### src/rtl/escaner_teclado_pkg.sv
// Shared constants and helpers for the keypad scanner: matrix geometry and the
// key-event record handed from the scanner to its consumer.
package escaner_teclado_pkg;

    localparam int NUM_COLS = 4;
    localparam int NUM_ROWS = 8;
    localparam int CODE_W   = 5;

    typedef struct packed {
        logic [CODE_W-1:0] code;
        logic              press;
    } key_event_t;

    // Index of the lowest set bit; 0 when none is set.
    function automatic logic [2:0] lowest_row(input logic [NUM_ROWS-1:0] v);
        logic [2:0] idx;
        idx = 3'd0;
        for (int r = NUM_ROWS - 1; r >= 0; r--) begin
            if (v[r]) idx = r[2:0];
        end
        return idx;
    endfunction

endpackage

### src/rtl/escaner_teclado_antirrebote_columna.sv
// Debounce for one keypad column: remembers the previous row sample, counts how
// many consecutive samples matched, and accepts a new key state once it is stable.
module antirrebote_columna
    import escaner_teclado_pkg::*;
#(
    parameter logic [2:0] DEBOUNCE = 3'd4
) (
    input  logic                clk12Mhz,
    input  logic                rst,
    input  logic                sample_en,
    input  logic [NUM_ROWS-1:0] sample,
    output logic [NUM_ROWS-1:0] keys,
    output logic                upd,
    output logic [NUM_ROWS-1:0] chg
);

    logic [NUM_ROWS-1:0] prev_q, prev_d;
    logic [NUM_ROWS-1:0] keys_q, keys_d;
    logic [2:0]          cnt_q, cnt_d;

    always_comb begin
        prev_d = prev_q;
        cnt_d  = cnt_q;
        keys_d = keys_q;
        upd    = 1'b0;
        if (sample_en) begin
            prev_d = sample;
            if (sample == prev_q) begin
                cnt_d = (cnt_q == DEBOUNCE) ? cnt_q : cnt_q + 3'd1;
            end else begin
                cnt_d = 3'd1;
            end
            if (cnt_d == DEBOUNCE && sample != keys_q) begin
                keys_d = sample;
                upd    = 1'b1;
            end
        end
    end

    always_ff @(posedge clk12Mhz) begin
        if (rst) begin
            prev_q <= '0;
            cnt_q  <= 3'd0;
            keys_q <= '0;
        end else begin
            prev_q <= prev_d;
            cnt_q  <= cnt_d;
            keys_q <= keys_d;
        end
    end

    assign keys = keys_q;
    assign chg  = keys_q ^ sample;

endmodule

### src/rtl/escaner_teclado.sv
// 4x8 keypad scanner: walks an active-low column drive, debounces each column,
// and reports one key event at a time through a valid/ack handshake.
module escaner_teclado
    import escaner_teclado_pkg::*;
#(
    parameter logic [11:0] SCAN_DIV = 12'd1024,
    parameter logic [2:0]  DEBOUNCE = 3'd4
) (
    input  logic        clk12Mhz,
    input  logic        rst,
    output logic [3:0]  kcol,
    input  logic [7:0]  krow,
    output logic [7:0]  keys1,
    output logic [7:0]  keys2,
    output logic [7:0]  keys3,
    output logic [7:0]  keys4,
    output logic        ev_valid,
    output logic [4:0]  ev_code,
    output logic        ev_press,
    input  logic        ev_ack,
    output logic        overrun
);

    logic [NUM_ROWS-1:0] sync1_q, sync1_d, sync2_q, sync2_d;
    logic                run_q, run_d;
    logic [11:0]         div_q, div_d;
    logic [1:0]          col_q, col_d;
    logic                ev_valid_q, ev_valid_d;
    key_event_t          ev_q, ev_d;
    logic                overrun_q, overrun_d;

    logic [NUM_COLS-1:0] samp_en;
    logic [NUM_COLS-1:0] upd;
    logic [NUM_ROWS-1:0] keys_c [NUM_COLS];
    logic [NUM_ROWS-1:0] chg    [NUM_COLS];
    logic [NUM_ROWS-1:0] chg_sel;
    logic [2:0]          row;
    logic                new_ev;
    logic                multi;

    for (genvar c = 0; c < NUM_COLS; c++) begin : g_col
        antirrebote_columna #(.DEBOUNCE(DEBOUNCE)) u_col (
            .clk12Mhz  (clk12Mhz),
            .rst       (rst),
            .sample_en (samp_en[c]),
            .sample    (sync2_q),
            .keys      (keys_c[c]),
            .upd       (upd[c]),
            .chg       (chg[c])
        );
    end

    always_comb begin
        // Rows are inverted on entry so the synchronizer holds 1 = pressed.
        sync1_d    = ~krow;
        sync2_d    = sync1_q;
        run_d      = 1'b1;
        div_d      = div_q;
        col_d      = col_q;
        samp_en    = '0;
        if (run_q) begin
            if (div_q == SCAN_DIV - 12'd1) begin
                div_d   = 12'd0;
                col_d   = col_q + 2'd1;
                samp_en = 4'b0001 << col_q;
            end else begin
                div_d = div_q + 12'd1;
            end
        end

        // Only the column being sampled can report an update this cycle.
        new_ev     = |upd;
        chg_sel    = chg[col_q];
        row        = lowest_row(chg_sel);
        multi      = (chg_sel & (chg_sel - 8'd1)) != 8'd0;

        ev_valid_d = ev_valid_q;
        ev_d       = ev_q;
        overrun_d  = overrun_q;
        if (new_ev && (!ev_valid_q || ev_ack)) begin
            ev_valid_d  = 1'b1;
            ev_d.code   = {col_q, row};
            ev_d.press  = sync2_q[row];
        end else if (ev_ack) begin
            ev_valid_d = 1'b0;
        end
        if (new_ev && (multi || (ev_valid_q && !ev_ack))) begin
            overrun_d = 1'b1;
        end
    end

    always_ff @(posedge clk12Mhz) begin
        if (rst) begin
            sync1_q    <= '0;
            sync2_q    <= '0;
            run_q      <= 1'b0;
            div_q      <= 12'd0;
            col_q      <= 2'd0;
            ev_valid_q <= 1'b0;
            ev_q       <= '0;
            overrun_q  <= 1'b0;
        end else begin
            sync1_q    <= sync1_d;
            sync2_q    <= sync2_d;
            run_q      <= run_d;
            div_q      <= div_d;
            col_q      <= col_d;
            ev_valid_q <= ev_valid_d;
            ev_q       <= ev_d;
            overrun_q  <= overrun_d;
        end
    end

    assign kcol     = run_q ? ~(4'b0001 << col_q) : 4'b1111;
    assign keys1    = keys_c[0];
    assign keys2    = keys_c[1];
    assign keys3    = keys_c[2];
    assign keys4    = keys_c[3];
    assign ev_valid = ev_valid_q;
    assign ev_code  = ev_q.code;
    assign ev_press = ev_q.press;
    assign overrun  = overrun_q;

endmodule

### config.mk
export PLATFORM = sky130hd
export DESIGN_NAME = escaner_teclado
export DESIGN_NICKNAME = d
export VERILOG_FILES = /design/src/rtl/escaner_teclado_pkg.sv /design/src/rtl/escaner_teclado_antirrebote_columna.sv /design/src/rtl/escaner_teclado.sv
export SDC_FILE = /design/constraint.sdc
export NUM_CORES = 1
export LEC_CHECK = 0
export ABC_CLOCK_PERIOD_IN_PS = 3700
export BUFFER_PORTS_ARGS = -buffer_cell sky130_fd_sc_hd__buf_2
export CAP_MARGIN = 40
export CORE_MARGIN = 4
export CORE_UTILIZATION = 50
export CTS_BUF_LIST = sky130_fd_sc_hd__clkbuf_4 sky130_fd_sc_hd__clkbuf_8
export DETAILED_ROUTE_END_ITERATION = 7
export GPL_TIMING_DRIVEN = 0
export PLACE_DENSITY = 0.78
export SLEW_MARGIN = 5
export SYNTH_ARGS = -nofsm -noshare
export SYNTH_HDL_FRONTEND = slang
export SYNTH_HIERARCHICAL = 1
export SYNTH_SLANG_ARGS = --single-unit
### constraint.sdc
create_clock -name clk12Mhz -period 3.7 [get_ports clk12Mhz]
set_clock_uncertainty 0.1 [all_clocks]
set_input_delay 0.37 -clock clk12Mhz [delete_from_list [all_inputs] [get_ports clk12Mhz]]
set_output_delay 0.37 -clock clk12Mhz [all_outputs]
set_load 0.01 [all_outputs]
* Word level (Yosys, flattened, before mapping) *
Index checks and enable logic that the tools add are counted.

word-level totals
  flip-flop bits (word level) = 115
  output and inout port bits = 44

operators by class
  add/subtract/negate cells = 7
  magnitude comparators = 2
  equality and inequality tests = 17
  shift operators = 1
  muxes and demuxes = 40
  bitwise logic cells = 8
  reductions and logical operators = 19

operators with widths
  cell                     number
  $mux W3                  20
  $eq A8 B8 Y1             4
  $ne A8 B8 Y1             4
  $xor A8 B8 Y8            4
  $eq A3 B3 Y1 const B     8
  $bmux W8 S2              1
  $mux W8                  2
  $add A12 B1 Y12 const B  1
  $add A3 B1 Y3 const B    4
  $eq A12 B10 Y1 const B   1
  $mux W1                  12
  $mux W12                 1
  $mux W4                  3
  $reduce_and A2 Y1        5
  $and A8 B8 Y8            1
  $not A8 Y8               1
  $reduce_bool A8 Y1       1
  $sub A8 B1 Y8 const B    1
  $logic_and A1 B1 Y1      7
  $lt A3 B4 Y1 const B     1
  $not A4 Y4               1
  $reduce_or A4 Y1         1
  $shl A1 B2 Y4 const A    1
  $bmux W1 S3              1
  6 further kinds          8

* Longest topological paths before layout *
Gate-level depths: netlist (run 1).

  depth in word-level cells = 14
  depth in mapped cells = 16

* Modules after synthesis *
The synthesis (run 1) kept the hierarchy.

modules (own cells, without submodules)
  module               instances  cells an instance  area an instance (um^2)  seq. area each (um^2)
  antirrebote_columna  4          111                1003.5                   380.4
  escaner_teclado      1          192                1861.8                   780.7

* Worst setup path after synthesis (run 1) *
OpenSTA, ideal clock, no wires.

  kind = register to register
  start = register div_q[0]
  end = register ev_q (netlist bit ev_press)
  arrival time = 3.300 ns
  required time = 3.508 ns
  setup slack = 0.208 ns
  cell stages (with the launch flop) = 17
  buffers on the path = 2
  clock period less this slack = 3.492 ns
  path through = dfxtp_1 > ha_1 > nand3_1 > or2_2 > clkbuf_1 > nor4_1 > and2_1 > nand2_1 > nor3_1 > nor4b_1 > nor4_1 > nor2b_1 > buf_6 > nand2_1 > o32ai_1 > a21oi_1 > o32ai_1

on the way
  cells in the longest elaborated chain, start to end = 6
  elaborated cells on any way between the ends = 9
  those cells by class = eq/ne (1); mux (6); reduce/logical (2)

ends and longest elaborated chain
  what                    RTL line                                   source
  from (decl)             escaner_teclado.sv:26                      logic [11:0] div_q, div_d;
  from (signal assigned)  escaner_teclado.sv:106                     div_q <= div_d;
  $eq A12 B10 Y1          escaner_teclado.sv:62                      if (div_q == SCAN_DIV - 12'd1) begin
  $mux W4                 escaner_teclado.sv:62
  $mux W4                 escaner_teclado.sv:61                      if (run_q) begin
  via samp_en[1]          escaner_teclado.sv:32                      logic [NUM_COLS-1:0] samp_en;
  $mux W1                 escaner_teclado_antirrebote_columna.sv:26  if (sample_en) begin
  via upd[1]              escaner_teclado.sv:33                      logic [NUM_COLS-1:0] upd;
  $reduce_or A4 Y1        escaner_teclado.sv:72                      new_ev = |upd;
  $logic_and A1 B1 Y1     escaner_teclado.sv:80                      if (new_ev && (!ev_valid_q || ev_ack)) begin
  to (signal assigned)    escaner_teclado.sv:109                     ev_q <= ev_d;
  to (decl)               escaner_teclado.sv:29                      key_event_t ev_q, ev_d;

The timed path passes the listed nets, and every way through them passes these cells.
A chain may end at the register's enable or synchronous reset.

* Worst setup path in the final report (run 1) *
Same ends and word-level chain as after synthesis.

==> summary.txt, run 1 <==
Slowest library cell on the worst path: sky130_fd_sc_hd__dfxtp_2
Number of clock sinks: 115
Data arrival at the endpoint of the critical path: 3740 ps
Number of vias per cell after detailed routing: 5.80
Via count of the first global-routing pass: 4991
Die outline height: 116 um
Clock-pin slew of the registers on the worst-case setup and hold paths: 70 ps
Clock network latency to the later pin of the worst-skew pair: 450 ps
Final Worst Setup Slack: 204 ps
Class of the tightest hold or removal check: input pin to register
Weighted congestion at the end of routability-driven global placement: 0.854
Final period utilization: 94.5%
Main flop type after synthesis: sky130_fd_sc_hd__dfxtp_1
Top Layer Used: met4
Dpl hpwl: 10800 um
Number of hold violations in the final report: 0
Proportion of netlist area held by the largest area contributor: 39.2%
Site Rows: 39
Count of input and output buffers: 54
Pin count of the biggest net entering global routing: 18
Final TNS setup: 0 ps
Biggest area contributors in the synthesized netlist: sky130_fd_sc_hd__dfxtp_1 39%, sky130_fd_sc_hd__mux2i_1 6.5%, sky130_fd_sc_hd__xor2_1 5.7%
Top-Level Pins: 55
Met2 wirelength from detailed routing: 7830 um
Delay of the slowest critical-path stage: 350 ps
Combined global-route utilization of all metal layers: 23.5%
Core region area: 11500 sq um
Slew Viols, Final: 0
Net Count, Synth: 660
Netlist area before placement: 5880 sq um
Antenna Cells: 0
Number of nets with antenna violations after detailed routing: 0
Total number of yosys warnings: 6
Die boundary width: 116 um
Maximum fanout along the worst path: 8
Required time of the critical path: 3940 ps
IR drop worst, VDD: 0.227 mV
Vias: 5114
Crit Path Category: register to register
Highest-count cells in the layout ignoring fill and taps: 111 x sky130_fd_sc_hd__dfxtp_1, 76 x sky130_fd_sc_hd__nor2_1, 63 x sky130_fd_sc_hd__buf_2
Post-detailed-placement cell area: 6450 sq um
Initial core utilization: 51.2%
Final instance area: 7100 sq um
Global-route wire length before repair: 24800 um
First-pass DRT Iterations: 7
Met3 wire length: 1080 um
FMAX: 286 MHz
Number of flops mapped to enable cells by yosys: 0
Layout cell share with drive strength beyond 1: 22.1%
Hold path depth: 2
Root Driver: sky130_fd_sc_hd__clkbuf_8
Htree depth: 4
Area growth, synth to finish: 20.8%
Startpoint class of the critical path: register
Post-synthesis sequential area ratio: 39.2%
Synthesized area divided by synthesized cell count: 9.24 sq um
Final setup vio count: 0
DRC violation count after routing: 1
Outcome: complete, but fails checks
Worst-Margin Slew: 741 ps
Unique masters post-synth: 47
CTS Buf Count: 17
Initial antenna violation count: 0
Reg-to-reg setup timing slack: 200 ps
Number of fill cells in the layout: 890
Pleak: 0.00277 uW
Power Density: 374 nW/um^2
Worst hold slack: 150 ps
# nets final: 750
Wire per inst: 17.7 um
Met1 routed wirelength after detailed routing: 6090 um
Asr flop ratio synth: 0%
Maximum root-to-sink buffer count: 2
CTS tree: done
Cells after Synth: 636
Placement-stage worst setup slack: -639 ps
Most frequent standard cell in the layout excluding fill and tap cells: sky130_fd_sc_hd__dfxtp_1
Die area: 13600 sq um
Worst-case headroom to the max-slew limit: 50.2%
Max Cap Violations: 0
Violations in the final reports: DRC
Global route total overflow: 0
Placed cell count: 840
Number of synthesized register bits: 115
Top cell type by total area after synthesis: sky130_fd_sc_hd__dfxtp_1
Ordered list of cells on the worst path: ha_1 > nand3_1 > or2_2 > nor4_4 > buf_4 > and2_4 > nand2_2 > nor3_4 > nor4b_4 > nor4_2 > nor2b_1 > buf_6 > nand2_1 > o32ai_2 > a21oi_1 > o32ai_1
Crit path time final: 3500 ps
Crit end category: register
Reg2Reg Depth: 16
Sum of routed wire length over all layers: 15600 um
Cell Count, Final, Fillers Out: 882
Initial DRC count: 415
-- flip-flops by register name, indices dropped and copies added (netlist names) --
name / cells
sync2_q: 8
ev_valid: 1
ev_press: 1
col_q: 2
div_q: 12
g_col.u_col/keys: 32
run_q: 1
g_col.u_col/cnt_q: 12
g_col.u_col/prev_q: 32
overrun: 1
sync1_q: 8
ev_code: 5
-- what timing repair did --
action,4_1_cts,5_1_grt
pin swaps,1,4
hold buffers,8,0
endpoints found under the setup margin,7,3
buffers inserted,0,3
resized for setup,13,16
endpoints found under the hold margin,8,0
gates cloned,0,0
-- cell families after synthesis --
| family | share of synthesized area (%) |
|---|---|
| adders and majority gates | 2.77 |
| buffers and inverters | 4.11 |
| xor gates and xnor gates | 11.0 |
| DFF | 39.2 |
| AOI/OAI and AO/OA | 11.9 |
| muxes | 10.4 |
| and+or+nand+nor | 20.5 |
-- final timing paths --
| kind | startpoint | endpoint |
|---|---|---|
| setup / recovery | div_q[0] | ev_press |
| hold / removal | rst | run_q |
| setup reg to reg | div_q[0] | ev_press |
| hold reg to reg | sync1_q[2] | sync2_q[2] |
-- synth_stat cells, drive strengths merged, types with 5 or more instances --
| master | count |
|---|---|
| dfxtp | 115 |
| nor2 | 76 |
| or3 | 6 |
| clkbuf | 8 |
| ha | 13 |
| and2 | 5 |
| nand2 | 19 |
| mux2i | 38 |
| or4 | 13 |
| nor2b | 10 |
| buf | 21 |
| xor2 | 38 |
| inv | 15 |
| mux4 | 8 |
| xnor2 | 36 |
| nand3 | 38 |
| nand4 | 9 |
| nor3 | 6 |
| o21ai | 44 |
| and3 | 8 |
| o21bai | 5 |
| nor4 | 6 |
| nand2b | 12 |
| a21oi | 56 |
-- metrics by stage --
step,power [uW],util [%]
3_3_place_gp,1450,55.2
5_1_grt,2740,61.9
6_report,2650,61.9
4_1_cts,2650,61.0
3_5_place_dp,1460,56.2
2_1_floorplan,1410,-
-- critical path, delay by kind of cell, from the launching register on --
family / cells / cell delay, ps
and+or+nand+nor: 10 / 1900
DFF: 1 / 350
adders and majority gates: 1 / 180
buffers and inverters: 2 / 370
AOI/OAI and AO/OA: 3 / 480
-- area by class of cell --
type	count	area [sq um]	area share, %
plain buffers	28	184	2.59
well taps	143	179	2.52
inverters	15	56.3	0.794
flip-flops and latches	115	2310	32.5
multi-input cells	477	3470	48.9
clock buffers	19	255	3.60
repair buffers	72	495	6.98
clock inverters	13	151	2.13
-- where the power goes --
group          leakage, uW  switching (uW)  internal (uW)
logic              0.00163             113           77.1
clock network     0.000205             560            634
registers         0.000932            19.5           1250
-- per-layer routing --
metal	up-vias	global-route usage, %
met2	217	41.2
li1	2424	-
met4	0	10.6
met5	-	0
met3	60	5.18
met1	2413	27.3
No activity file was read; power rests on OpenSTA's default activity.
==> run 2, diff against run 1 <==
--- a/config.mk
+++ b/config.mk
@@ -5,6 +5,7 @@
 export SDC_FILE = /design/constraint.sdc
 export NUM_CORES = 1
 export LEC_CHECK = 0
+export ABC_AREA = 1
 export ABC_CLOCK_PERIOD_IN_PS = 3700
 export BUFFER_PORTS_ARGS = -buffer_cell sky130_fd_sc_hd__buf_2
 export CAP_MARGIN = 40
@@ -13,7 +14,7 @@
 export CTS_BUF_LIST = sky130_fd_sc_hd__clkbuf_4 sky130_fd_sc_hd__clkbuf_8
 export DETAILED_ROUTE_END_ITERATION = 7
 export GPL_TIMING_DRIVEN = 0
-export PLACE_DENSITY = 0.78
+export PLACE_DENSITY = 0.77
 export SLEW_MARGIN = 5
 export SYNTH_ARGS = -nofsm -noshare
 export SYNTH_HDL_FRONTEND = slang
==> run 2 against run 1 <==
The flow now finishes without violations. Synthesized cell count up 53%. Design area up 6.4%. Flip-flop and latch count unchanged. Sequential power about the same. Wire length up 0.46%. Count of clock-buffer cells in the layout up 3. Die area up 9.2%. Worst setup slack better by 140 ps. Combinational power about the same. Total power up 9.2%. Highest routed layer unchanged.
==> summary.txt, run 2 <==
Outcome: completed
Final TNS setup: 0 ps (unchanged)
Total number of yosys warnings: 6 (unchanged)
# nets final: 1081 (+44%)
Synthesized area divided by synthesized cell count: 6.62 sq um (-28%)
Global route total overflow: 0 (unchanged)
Final instance area: 7550 sq um (+6.4%)
Initial antenna violation count: 0 (unchanged)
Core region area: 12600 sq um (+10%)
Count of input and output buffers: 54 (unchanged)
Antenna Cells: 0 (unchanged)
Delay of the slowest critical-path stage: 360 ps (about the same)
Relative contribution of sequential cells to total power: 44.0% (-3.8 points)
Die boundary width: 122 um (+4.5%)
Relative contribution of combinational cells to total power: 6.6% (-0.6 points)
Site Rows: 41 (+5.1%)
Sum of routed wire length over all layers: 15700 um (+0.46%)
Post-synthesis sequential area ratio: 35.7% (-3.5 points)
Number of flops mapped to enable cells by yosys: 0 (unchanged)
Met2 wirelength from detailed routing: 7540 um (-3.6%)
Clock-pin slew of the registers on the worst-case setup and hold paths: 70 ps (about the same)
Crit path buffers/inverters: 5 (+3)
Area growth, synth to finish: 16.9%
Final Worst Setup Slack: 347 ps (+144 ps)
Main flop type after synthesis: sky130_fd_sc_hd__dfxtp_1
Switching power as a share of total power: 22.5% (-3.6 points)
Crit Path Category: register to register
Class of the tightest hold or removal check: input pin to register
Htree depth: 4 (unchanged)
Final setup vio count: 0 (unchanged)
Met3 wire length: 902 um (-17%)
CTS tree: done
Die outline height: 122 um (+4.5%)
Top-Level Pins: 55 (unchanged)
Number of nets with antenna violations after detailed routing: 0 (unchanged)
FMAX: 298 MHz (+4.3%)
Max Cap Violations: 0 (unchanged)
Netlist area before placement: 6460 sq um (+9.9%)
Ordered list of cells on the worst path: ha_1 > inv_1 > nor3_2 > nand2_1 > nor2_2 > nand4_4 > nor2_2 > o211ai_1 > nor2_4 > nand2_4 > buf_6 > inv_1 > nor4_1 > nor2_2 > inv_1 > nor2_2 > nand2_1 > nand3_1 > nand2_1 > inv_1
CTS Buf Count: 17 (unchanged)
Met1 routed wirelength after detailed routing: 6970 um (+14%)
DRC violation count after routing: 0 (-1)
Via count of the first global-routing pass: 5521 (+11%)
Initial core utilization: 51.2% (-0.068 points)
Unique masters post-synth: 47 (unchanged)
Global-route wire length before repair: 26100 um (+5.4%)
Placement-stage worst setup slack: 36.8 ps (+675 ps)
Top cell type by total area after synthesis: sky130_fd_sc_hd__dfxtp_1
Weighted congestion at the end of routability-driven global placement: 0.890 (+4.2%)
Proportion of netlist area held by the largest area contributor: 35.7% (-3.5 points)
Initial DRC count: 482 (+16%)
Clock network fraction of design power: 49.4% (+4.4 points)
Sum of internal, switching and leakage power: 2900 uW (+9.2%)
Final core utilization: 59.8% (-2.1 points)
Number of synthesized register bits: 115 (unchanged)
Crit path time final: 3350 ps (-144 ps)
Cell-internal power: 2240 uW (+15%)
Die area: 14800 sq um (+9.2%)
Maximum root-to-sink buffer count: 2 (unchanged)
Post-CTS Setup Inserts: 0 (unchanged)
Slowest library cell on the worst path: sky130_fd_sc_hd__dfxtp_1
P_sw: 653 uW (-5.7%)
Highest-count cells in the layout ignoring fill and taps: 283 x sky130_fd_sc_hd__nand2_1, 166 x sky130_fd_sc_hd__inv_1, 118 x sky130_fd_sc_hd__nor2_1
Number of fill cells in the layout: 1206 (+36%)
Top Layer Used: met4
Most frequent standard cell in the layout excluding fill and tap cells: sky130_fd_sc_hd__nand2_1
Slew Viols, Final: 0 (unchanged)
Number of clock sinks: 115 (unchanged)
Clock network latency to the later pin of the worst-skew pair: 460 ps (about the same)
Asr flop ratio synth: 0% (unchanged)
Crit end category: register
Wire per inst: 12.6 um (-29%)
Worst-Margin Slew: 927 ps (+185 ps)
Worst-case headroom to the max-slew limit: 38.1% (-12 points)
Required time of the critical path: 4000 ps (+60 ps)
Pin count of the biggest net entering global routing: 18 (unchanged)
Combined global-route utilization of all metal layers: 22.3% (-1.1 points)
First-pass DRT Iterations: 8 (+1)
Root Driver: sky130_fd_sc_hd__clkbuf_8
Number of hold violations in the final report: 0 (unchanged)
Power Density: 384 nW/um^2 (+2.7%)
Dpl hpwl: 10900 um (+0.70%)
Startpoint class of the critical path: register
Layout cell share with drive strength beyond 1: 16.7% (-5.3 points)
Net Count, Synth: 999 (+51%)
Leading cell type by number of instances after synthesis: sky130_fd_sc_hd__nand2_1
Setup repair after global routing missed its margin: false
Category of cells accounting for the largest share of critical-path delay: simple AND/OR/NAND/NOR gates
Cells after Synth: 975 (+53%)
Post-detailed-placement cell area: 6960 sq um (+7.9%)
Biggest area contributors in the synthesized netlist: sky130_fd_sc_hd__dfxtp_1 36%, sky130_fd_sc_hd__nand2_1 16%, sky130_fd_sc_hd__inv_1 9.6%
IR drop worst, VDD: 0.340 mV (+50%)
Commonest cells in the netlist: 283 x sky130_fd_sc_hd__nand2_1, 166 x sky130_fd_sc_hd__inv_1, 124 x sky130_fd_sc_hd__nor2_1
Final period utilization: 90.6% (-3.9 points)
Vias: 5937 (+16%)
Maximum fanout along the worst path: 10 (+2)
Pleak: 0.00402 uW (+45%)
Data arrival at the endpoint of the critical path: 3650 ps (-90 ps)
Number of vias per cell after detailed routing: 4.78 (-18%)
## run 2: changes by cell type after synthesis, sizes merged, moves of 12 or more
cell	delta
mux2i	-38
nand2	+283
nand2b	-12
inv	+170
xor2	-32
nand3	-14
or4	-13
nor2	+65
## run 2: worst paths after layout
kind         cells after the start    endpoint       start  slack [ps]
max                             20    ev_press    div_q[0]         350
min                              2    col_q[1]         rst         210
max reg2reg                     20    ev_press    div_q[0]         350
min reg2reg                      2  sync2_q[5]  sync1_q[5]         300
## run 2: final cells by class
type | instances | area (sq um) | share of cell area, %
buffer | 25 | 211 | 2.80
clock buffer | 22 | 284 | 3.76
clock inverter | 10 | 203 | 2.69
inverter | 185 | 707 | 9.37
multi-input combinational | 650 | 3260 | 43.2
sequential | 115 | 2300 | 30.5
tap | 172 | 215 | 2.85
timing repair buffer | 63 | 365 | 4.84
## run 2: stage by stage
| stage | cells | hold slack (ps) |
|---|---|---|
| after global routing | 1242 | 170 |
| after CTS | 1242 | 175 |
| final | 1242 | 209 |
| after floorplan | 975 | 288 |
| after global placement | 1201 | 289 |
| after detailed placement | 1202 | 292 |
## run 2: cell families (layout without fill, tap and decap cells)
family	count (synthesis)	in the layout	share of synthesized area, %
fa+ha+maj	13	13	2.52
flops	115	115	35.7
simple gates	481	481	31.9
compound gates	124	124	11.4
buf+inv	210	305	14.2
xor+xnor	32	32	4.34
## run 2: power by group through the flow
| stage | combinational (uW) | clock (uW) | sequential, uW |
|---|---|---|---|
| finish | 193 | 1430 | 1270 |
| global route | 217 | 1510 | 1280 |
| CTS | 191 | 1450 | 1270 |
| detailed placement | 184 | 0 | 1300 |
| global placement | 177 | 0 | 1300 |
| floorplan | 142 | 0 | 1290 |
## run 2: metal layers
layer / vias to the layer above / track usage (%)
li1: 3111 / -
met1: 2646 / 28.1
met2: 156 / 37.3
met3: 24 / 5.57
met4: 0 / 7.84
met5: - / 0
## run 2: repair_timing
item / 4_1_cts / 5_1_grt
hold buffers: 8 / 0
resized for setup: 1 / 6
setup endpoints to repair: 1 / 2
endpoints found under the hold margin: 8 / 0
